--- src/rtl/clock_reset_sequencer_if.sv ---
// Interface bundling the sequencer's PLL-side inputs and per-domain outputs.
//   pll_lock_async  raw PLL LOCKED, asynchronous to the reference clock
//   restart         single-cycle request to tear down and re-sequence
//   clk_en          per-domain BUFGCE clock enables
//   domain_rst_n    per-domain active-low resets, released in index order
//   ready           all domains released and running
//   lock_lost_count saturating count of lock-loss events
//   lock_timeout    sticky lock watchdog flag
// master: the sequencer. slave: the consumer of enables/resets that also drives the inputs.
interface clock_reset_sequencer_if #(
  parameter int unsigned NUM_DOMAINS = 3
);
  logic                   pll_lock_async;
  logic                   restart;
  logic [NUM_DOMAINS-1:0] clk_en;
  logic [NUM_DOMAINS-1:0] domain_rst_n;
  logic                   ready;
  logic [7:0]             lock_lost_count;
  logic                   lock_timeout;

  modport master (
    input  pll_lock_async,
    input  restart,
    output clk_en,
    output domain_rst_n,
    output ready,
    output lock_lost_count,
    output lock_timeout
  );

  modport slave (
    output pll_lock_async,
    output restart,
    input  clk_en,
    input  domain_rst_n,
    input  ready,
    input  lock_lost_count,
    input  lock_timeout
  );
endinterface

--- src/rtl/clock_reset_sequencer.sv ---
// Clock/reset sequencer running on the free-running reference clock ahead of the PLL.
// Synchronises PLL lock, debounces it, enables all domain clocks, then releases the domain
// resets one at a time in index order. Loss of lock or a restart request tears everything
// down for one cycle and the sequence starts over; lock losses are counted (saturating).
// Ports:
//   clk_i   free-running reference clock
//   rst_ni  synchronous active-low reset
//   bus     clock_reset_sequencer_if.master (lock/restart in, enables/resets/status out)
// Optional build macro CLKSEQ_LOCK_WATCHDOG_EN adds a watchdog that sets the sticky
// lock_timeout flag after TIMEOUT cycles spent waiting for lock; otherwise it is tied to 0.
module clock_reset_sequencer #(
  parameter int unsigned NUM_DOMAINS   = 3,
  parameter int unsigned LOCK_DEBOUNCE = 1024,
  parameter int unsigned STAGE_DELAY   = 256,
  parameter int unsigned CNT_WIDTH     = 16,
  parameter int unsigned TIMEOUT       = 65535
) (
  input logic                     clk_i,
  input logic                     rst_ni,
  clock_reset_sequencer_if.master bus
);

  localparam int unsigned IdxW = (NUM_DOMAINS > 1) ? $clog2(NUM_DOMAINS) : 1;
  localparam logic [CNT_WIDTH-1:0] DebLast   = CNT_WIDTH'(LOCK_DEBOUNCE - 1);
  localparam logic [CNT_WIDTH-1:0] StageLast = CNT_WIDTH'(STAGE_DELAY - 1);
  localparam logic [IdxW-1:0]      IdxLast   = IdxW'(NUM_DOMAINS - 1);

  typedef enum logic [2:0] {
    StWaitLock,
    StClkOn,
    StRelease,
    StRun,
    StTeardown
  } state_e;

  logic [1:0]             sync_q;
  logic                   lock_s;
  state_e                 state_q;
  logic [CNT_WIDTH-1:0]   cnt_q;
  logic [IdxW-1:0]        idx_q;
  logic [NUM_DOMAINS-1:0] clk_en_q;
  logic [NUM_DOMAINS-1:0] dom_rst_n_q;
  logic                   ready_q;
  logic [7:0]             lost_cnt_q;

  // Two-flop synchroniser for the asynchronous lock indication.
  always_ff @(posedge clk_i) begin
    if (!rst_ni) begin
      sync_q <= 2'b00;
    end else begin
      sync_q <= {sync_q[0], bus.pll_lock_async};
    end
  end

  assign lock_s = sync_q[1];

  always_ff @(posedge clk_i) begin
    if (!rst_ni) begin
      state_q     <= StWaitLock;
      cnt_q       <= '0;
      idx_q       <= '0;
      clk_en_q    <= '0;
      dom_rst_n_q <= '0;
      ready_q     <= 1'b0;
      lost_cnt_q  <= '0;
    end else begin
      case (state_q)
        StWaitLock: begin
          if (bus.restart || !lock_s) begin
            cnt_q <= '0;
          end else if (cnt_q == DebLast) begin
            state_q  <= StClkOn;
            cnt_q    <= '0;
            clk_en_q <= '1;
          end else begin
            cnt_q <= cnt_q + 1'b1;
          end
        end

        StClkOn, StRelease, StRun: begin
          if (!lock_s || bus.restart) begin
            state_q     <= StTeardown;
            cnt_q       <= '0;
            idx_q       <= '0;
            clk_en_q    <= '0;
            dom_rst_n_q <= '0;
            ready_q     <= 1'b0;
            // A simultaneous restart and lock loss counts once, as a lock loss.
            if (!lock_s && lost_cnt_q != 8'hFF) begin
              lost_cnt_q <= lost_cnt_q + 8'd1;
            end
          end else if (state_q == StClkOn) begin
            if (cnt_q == StageLast) begin
              state_q <= StRelease;
              cnt_q   <= '0;
              idx_q   <= '0;
            end else begin
              cnt_q <= cnt_q + 1'b1;
            end
          end else if (state_q == StRelease) begin
            if (cnt_q == StageLast) begin
              dom_rst_n_q[idx_q] <= 1'b1;
              cnt_q              <= '0;
              if (idx_q == IdxLast) begin
                state_q <= StRun;
                ready_q <= 1'b1;
              end else begin
                idx_q <= idx_q + 1'b1;
              end
            end else begin
              cnt_q <= cnt_q + 1'b1;
            end
          end
        end

        StTeardown: state_q <= StWaitLock;

        default: state_q <= StWaitLock;
      endcase
    end
  end

  assign bus.clk_en          = clk_en_q;
  assign bus.domain_rst_n    = dom_rst_n_q;
  assign bus.ready           = ready_q;
  assign bus.lock_lost_count = lost_cnt_q;

`ifdef CLKSEQ_LOCK_WATCHDOG_EN
  localparam logic [CNT_WIDTH-1:0] WdLast = CNT_WIDTH'(TIMEOUT - 1);

  logic [CNT_WIDTH-1:0] wd_q;
  logic                 timeout_q;

  // Counts only while waiting for lock; the counter parks at its limit, the flag is sticky.
  always_ff @(posedge clk_i) begin
    if (!rst_ni) begin
      wd_q      <= '0;
      timeout_q <= 1'b0;
    end else if (state_q == StWaitLock) begin
      if (wd_q == WdLast) begin
        timeout_q <= 1'b1;
      end else begin
        wd_q <= wd_q + 1'b1;
      end
    end else begin
      wd_q <= '0;
    end
  end

  assign bus.lock_timeout = timeout_q;
`else
  logic unused_timeout;
  assign unused_timeout   = ^TIMEOUT;
  assign bus.lock_timeout = 1'b0;
`endif

endmodule
--- src/flat_wrapper.sv ---
// flat-port wrapper written by rule: the top's interface ports become plain ports
module clock_reset_sequencer_flat 
#(
  parameter int unsigned NUM_DOMAINS   = 3,
  parameter int unsigned LOCK_DEBOUNCE = 1024,
  parameter int unsigned STAGE_DELAY   = 256,
  parameter int unsigned CNT_WIDTH     = 16,
  parameter int unsigned TIMEOUT       = 65535
)
  (clk_i, rst_ni, bus_pll_lock_async, bus_restart, bus_clk_en, bus_domain_rst_n, bus_ready, bus_lock_lost_count, bus_lock_timeout);
  clock_reset_sequencer_if #(.NUM_DOMAINS(NUM_DOMAINS)) bus_i ();
  input logic clk_i;
  input logic rst_ni;
  input wire logic [$bits(bus_i.pll_lock_async)-1:0] bus_pll_lock_async;
  input wire logic [$bits(bus_i.restart)-1:0] bus_restart;
  output wire logic [$bits(bus_i.clk_en)-1:0] bus_clk_en;
  output wire logic [$bits(bus_i.domain_rst_n)-1:0] bus_domain_rst_n;
  output wire logic [$bits(bus_i.ready)-1:0] bus_ready;
  output wire logic [$bits(bus_i.lock_lost_count)-1:0] bus_lock_lost_count;
  output wire logic [$bits(bus_i.lock_timeout)-1:0] bus_lock_timeout;
  assign bus_i.pll_lock_async = bus_pll_lock_async;
  assign bus_i.restart = bus_restart;
  assign bus_clk_en = bus_i.clk_en;
  assign bus_domain_rst_n = bus_i.domain_rst_n;
  assign bus_ready = bus_i.ready;
  assign bus_lock_lost_count = bus_i.lock_lost_count;
  assign bus_lock_timeout = bus_i.lock_timeout;
  clock_reset_sequencer #(.NUM_DOMAINS(NUM_DOMAINS), .LOCK_DEBOUNCE(LOCK_DEBOUNCE), .STAGE_DELAY(STAGE_DELAY), .CNT_WIDTH(CNT_WIDTH), .TIMEOUT(TIMEOUT)) u_core (.clk_i(clk_i), .rst_ni(rst_ni), .bus(bus_i));
endmodule
--- config.mk ---
export PLATFORM = sky130hd
export DESIGN_NAME = clock_reset_sequencer_flat
export DESIGN_NICKNAME = d
export VERILOG_FILES = /design/src/rtl/clock_reset_sequencer_if.sv /design/src/rtl/clock_reset_sequencer.sv /design/src/flat_wrapper.sv
export SDC_FILE = /design/constraint.sdc
export NUM_CORES = 1
export LEC_CHECK = 0
export ABC_AREA = 1
export ABC_CLOCK_PERIOD_IN_PS = 1800
export BUFFER_PORTS_ARGS = -buffer_cell sky130_fd_sc_hd__buf_4
export CAP_MARGIN = 15
export CELL_PAD_IN_SITES_DETAIL_PLACEMENT = 0
export CELL_PAD_IN_SITES_GLOBAL_PLACEMENT = 1
export CORE_ASPECT_RATIO = 1.5
export CORE_UTILIZATION = 41
export DETAILED_ROUTE_END_ITERATION = 8
export GPL_ROUTABILITY_DRIVEN = 0
export HOLD_SLACK_MARGIN = 0.1
export PLACE_DENSITY_LB_ADDON = 0.1
export REMOVE_ABC_BUFFERS = 1
export SYNTH_ARGS = -nofsm -noshare
export SYNTH_HDL_FRONTEND = slang
export SYNTH_SLANG_ARGS = --single-unit
--- constraint.sdc ---
create_clock -name clk_i -period 1.8 [get_ports clk_i]
set_input_delay 0.36 -clock clk_i [delete_from_list [all_inputs] [get_ports clk_i]]
set_output_delay 0.36 -clock clk_i [all_outputs]
set_load 0.01 [all_outputs]
==> results of run 1 <==
-- final timing paths --
| path | end | startpoint | slack, ns | cells past startpoint |
|---|---|---|---|---|
| setup / recovery | u_core.cnt_q[8]$_SDFFE_PN0P_ | u_core.cnt_q[0]$_SDFFE_PN0P_ | 0.20 | 10 |
| hold / removal | u_core.sync_q[0]$_SDFF_PN0_ | bus_pll_lock_async | 0.26 | 3 |
| setup reg to reg | u_core.cnt_q[8]$_SDFFE_PN0P_ | u_core.cnt_q[0]$_SDFFE_PN0P_ | 0.20 | 10 |
| hold reg to reg | u_core.sync_q[1]$_SDFF_PN0_ | u_core.sync_q[0]$_SDFF_PN0_ | 0.42 | 2 |
-- power breakdown --
group	internal (mW)	switching, mW	leakage, nW
clock network	0.270	0.299	0.0479
registers	0.865	0.0686	0.291
logic	0.226	0.410	0.543
-- sequential cells by signal, indices dropped and copies added, names as in the netlist --
name,count
u_core.cnt_q,16
u_core.bus.lock_lost_count,8
u_core.bus.domain_rst_n,3
u_core.state_q,3
u_core.idx_q,2
u_core.sync_q,2
u_core.bus.clk_en,1
u_core.bus.ready,1
-- cell usage in the layout (no fill, tap or decap), types with 2 or more instances in the layout --
cell type  count
nand2_1       65
nor2_1        42
dfxtp_1       36
inv_1         28
buf_4         23
nand3_1       20
a21oi_1       19
nand4_1       11
xor2_1         9
inv_2          8
o21ai_0        5
ha_1           5
clkbuf_8       5
nor3_1         3
nor2_4         3
nand3_2        2
xnor2_1        2
nor2_2         2
or2_2          2
o21bai_1       2
clkinv_2       2
-- routing by layer --
layer	vias to the layer above	wire, um
met5	-	0
met4	0	33
met3	2	103
met2	21	2280
met1	785	1800
li1	928	-
-- synth_stat cells (all sizes together) --
cell,n
conb,1
dfxtp,36
a21oi,19
ha,5
xor2,9
xnor2,2
o21bai,2
nand4,11
nor2,47
buf,5
clkbuf,2
o21ai,6
nand2,67
a31oi,1
inv,36
or2,2
o22ai,1
nand3,22
mux2i,1
nand3b,1
nor3,3
-- critical path: cells and delay by family (launching register included) --
| kind | cells | cell delay (ns) |
|---|---|---|
| DFF | 1 | 0.37 |
| adders and majority gates | 1 | 0.20 |
| and+or+nand+nor | 9 | 0.91 |
-- stage by stage --
| step | hold WS (ns) | power, mW | setup slack, ns |
|---|---|---|---|
| finish | 0.259 | 2.14 | 0.201 |
| global route | 0.263 | 2.29 | 0.0251 |
| CTS | 0.248 | 2.17 | 0.0894 |
| detailed placement | 0.401 | 1.59 | 0.104 |
| global placement | 0.395 | 1.59 | 0.166 |
| floorplan | 0.390 | 1.37 | 0.360 |
-- cells by family (layout without fill, tap and decap cells) --
group | Yosys count | after routing | share of synthesized area (%)
other | 1 | 1 | 0.196
XOR/XNOR | 11 | 11 | 5.03
AND/OR/NAND/NOR | 153 | 153 | 35.8
AO/OA/AOI/OAI | 29 | 29 | 7.97
buffers and inverters | 43 | 67 | 9.61
multiplexers | 1 | 1 | 0.523
adder cells (fa/ha/maj) | 5 | 5 | 3.27
flip-flops | 36 | 36 | 37.6
-- layout make-up --
class	count	area [sq um]	share of cell area, %
tap	48	60.1	2.74
inverter	36	135	6.17
clock buffer	5	68.8	3.14
sequential	36	721	32.9
timing repair buffer	23	173	7.88
clock inverter	3	18.8	0.857
multi-input combinational	200	1010	46.3
-- repair_timing --
| action | 4_1_cts | 5_1_grt |
|---|---|---|
| setup endpoints to repair | 0 | 13 |
| resized for setup | 0 | 1 |
| hold buffers | 0 | 0 |
==> run summary, run 1 <==
Post-CTS Setup Bufs - 0
Core Rows - 30
clk_lat worst skew - 0.28 ns
Area after DPL - 2100 sq um
CTS tree - yes
DR vias/cell - 4.95
crit-path cells - ha_1 -> nand2_1 -> nor2_1 -> nand2_1 -> nor2_4 -> nand2_1 -> nand2_1 -> nand3_2 -> nand2_4 -> nor2_1
initial core utilization - 42.5%
Layout fillers - 490
status - complete, but fails checks
Final Core Density - 48.6%
worst-path fanout max - 13
static leakage - 0.882 nW
period utilization - 88.8%
WP data arrival - 1.77 ns
Syn. warnings - 0
I/O pins - 20
Yosys top cell area share - 37.6%
ANT cells - 0
failing checks - DRC
CP Data Required Time - 1.97 ns
max-cap violations - 0
DRC viols - 2
DP HPWL - 3250 um
Setup Viol. Count Final - 0
syn avg cell area - 6.86 sq um
Max Clock Freq - 0.626 GHz
Cells after Synth - 279
GRT Overall Usage - 18.6%
critical path's slowest cell - dfxtp_1
fin area - 2190 sq um
register area share after synthesis - 37.6%
Inst Count DP - 343
global-route wire length before repair - 7160 um
CTS Buf Count - 5
M3 GR Usage - 3.77%
Seq cells post-synth - 36
Congestion Overflow GR - 0
unrepaired setup endpoints after global routing - no
Clock Sinks - 36
die area - 4950 sq um
Netlist cell types - 28
Final Slew Violations - 0
Startpoint Class - flop
nets - 311
H-tree depth - 2
final cell count without fillers - 351
vias in the first global route - 1,633
Final min period - 1.60 ns
most numerous cell on the critical path - nand2_1
busiest grt layer - met2
Synth area leaders - dfxtp_1, nand2_1, nor2_1
Pre-antenna DRT Iters - 6
element type at the critical path end - flop
Vert. Die Dim - 85.7 um
Hold Fails Final Rpt - 0
Wirelength per Cell - 12.0 um
clk_skew - 0.00943 ns
critical path's largest stage delay - 0.37 ns
largest net degree at the start of global routing - 14
PortBufs - 18
Root Driver - clkbuf_8
Max clock buf depth - 2
Hold WC Path Type - primary input to flop
TNS Setup - 0 ns
VDD IR-drop max - 453 uV
Worst Setup Path Type - flop to flop
mapped cell area - 1910 sq um
antenna-violating nets left - 0
pwr/cell area - 976 nW/um^2
met1 Use GR - 19.2%
vias post-DR - 1,736
initial antenna violation count - 0
largest area contributor in the netlist - dfxtp_1
Reg clk slew, reported paths - 0.08 ns
share of layout cells above drive strength 1 - 16.5%
area added between synthesis and finish - 14.4%
core area - 4500 sq um
M2 GR Usage - 36.4%
WL final - 4220 um
die width - 57.8 um
drt first-iter violations - 83
(Power assumes the default switching activity.)
==> inputs of run 2 (changes only) <==
Settings changed: ABC_CLOCK_PERIOD_IN_PS 1800 to 1400, CORE_UTILIZATION 41 to 37.
Clock period 1.8 ns to 1.4 ns, I/O delays scaled along.
==> run 2 against run 1 <==
The run ends with setup timing left. Clock power is 78% higher. Combinational power is 84% higher. Sequential power grew 30%. Count of clock-buffer cells in the layout up 2. Sequential share of layout area down 7.1 points. Critical path depth grew 1. Clock skew shrank 0.0036 ns. Routed wire length rose by 18%. Hold slack got worse by 0.078 ns. Highest routed layer unchanged.
==> run summary, run 2 (synthesized netlist as in run 1, its figures left out) <==
Final min period - 1.42 ns (-0.178 ns)
Max Used Layer - met4
Core Rows - 31 (+3.3%)
Worst Setup Path Type - flop to flop
nets - 362 (+16%)
clk_lat worst skew - 0.29 ns (about the same)
VDD IR-drop max - 729 uV (+61%)
DR WL met2 - 2800 um (+23%)
CTS Buf Count - 5 (unchanged)
I/O pins - 20 (unchanged)
max reg flops - 16 (unchanged)
Reg clk slew, reported paths - 0.07 ns (about the same)
post-cts hold buffer count - 0 (unchanged)
most frequent cells in the layout - buf_4, nand2_1, nor2_1
initial antenna violation count - 0 (unchanged)
drt first-iter violations - 65 (-22%)
M1 WL - 1900 um (+5.2%)
die width - 60.7 um (+5.1%)
clk_skew - 0.00588 ns (-0.00355 ns)
CP Data Required Time - 1.59 ns (-0.38 ns)
area added between synthesis and finish - 48.0%
share of layout cells above drive strength 1 - 39.5% (+23 points)
Startpoint Class - flop
Congestion Overflow GR - 0 (unchanged)
vias post-DR - 1,935 (+11%)
Pre-antenna DRT Iters - 4 (-2)
Max Clock Freq - 0.704 GHz (+13%)
WL final - 4960 um (+18%)
Clock Sinks - 36 (unchanged)
TNS Setup - -0.0375 ns (-0.0375 ns)
period utilization - 101% (+13 points)
global-route wire length before repair - 8040 um (+12%)
DRC viols - 0 (-2)
vias in the first global route - 1,875 (+15%)
met3 WL - 113 um (+9.7%)
fin area - 2830 sq um (+29%)
element type at the critical path end - flop
Max clock buf depth - 2 (unchanged)
antenna-violating nets left - 0 (unchanged)
Area after DPL - 2460 sq um (+17%)
H-tree depth - 2 (unchanged)
GRT Overall Usage - 19.6% (+0.98 points)
core area - 4890 sq um (+8.5%)
Wirelength per Cell - 11.8 um (-1.7%)
Overall Power - 3.39 mW (+58%)
Final Core Density - 58.0% (+9.3 points)
Inst Count DP - 406 (+18%)
pwr/cell area - 1190 nW/um^2 (+22%)
most common cell after layout, fill and taps aside - buf_4
Top reg by flops - u_core.cnt_q
Hold Fails Final Rpt - 0 (unchanged)
Setup WS post-layout - -0.0205 ns (-0.222 ns)
DR vias/cell - 4.61 (-6.8%)
ANT cells - 0 (unchanged)
WP data arrival - 1.61 ns (-0.16 ns)
Hold WC Path Type - primary input to flop
max-cap violations - 0 (unchanged)
final cell count without fillers - 420 (+20%)
failing checks - setup timing
Root Driver - clkbuf_8
PortBufs - 18 (unchanged)
worst-path fanout max - 3 (-10)
status - complete, but fails checks
initial core utilization - 39.2% (-3.3 points)
DP Worst Slack - -0.184 ns (-0.289 ns)
die area - 5470 sq um (+10%)
CTS tree - yes
Setup Viol. Count Final - 2 (+2)
unrepaired setup endpoints after global routing - yes
Final Slew Violations - 0 (unchanged)
largest net degree at the start of global routing - 14 (unchanged)
DP HPWL - 3670 um (+13%)
hold slack - 0.181 ns (-0.0782 ns)
static leakage - 1.20 nW (+36%)
Vert. Die Dim - 90.1 um (+5.1%)
## run 2: path summary, 6_finish.rpt
| check | start | to | slack [ns] | cells after the start |
|---|---|---|---|---|
| setup reg to reg | u_core.cnt_q[0]$_SDFFE_PN0P_ | u_core.cnt_q[9]$_SDFFE_PN0P_ | -0.02 | 11 |
| hold reg to reg | u_core.sync_q[0]$_SDFF_PN0_ | u_core.sync_q[1]$_SDFF_PN0_ | 0.42 | 2 |
| hold / removal | bus_pll_lock_async | u_core.sync_q[0]$_SDFF_PN0_ | 0.18 | 3 |
| setup / recovery | u_core.cnt_q[0]$_SDFFE_PN0P_ | u_core.cnt_q[9]$_SDFFE_PN0P_ | -0.02 | 11 |
## run 2: layout make-up
class | count | area, sq um
sequential | 36 | 732
multi-input combinational | 201 | 1200
timing repair buffer | 73 | 559
tap | 66 | 82.6
inverter | 36 | 138
fill | 503 | 2050
clock inverter | 1 | 30.0
clock buffer | 7 | 96.3
## run 2: per-layer routing
metal  vias up  global-route usage, %
met4         0                   9.47
met1       867                   20.5
met5         -                      0
met2        25                   35.6
met3        10                   3.17
li1       1033                      -
## run 2: critical path, cell delays in order, from the launching register on
cell	delay [ns]
dfxtp_4	0.37
ha_4	0.15
nand2_4	0.05
nor2_4	0.10
nand2_2	0.07
nor2_4	0.11
nand2_2	0.06
nand2_2	0.07
nand3_4	0.10
buf_6	0.15
nand3_2	0.05
nor2_1	0.04
## run 2: power breakdown
group | total (mW) | internal [mW] | switching (mW)
clock network | 1.01 | 0.628 | 0.378
registers | 1.21 | 1.12 | 0.0812
logic | 1.17 | 0.524 | 0.649
## run 2: what timing repair did
item	4_1_cts	5_1_grt
resized for setup	22	37
setup endpoints to repair	22	31
setup buffers	3	2
cloned	1	0
pin swaps	10	16
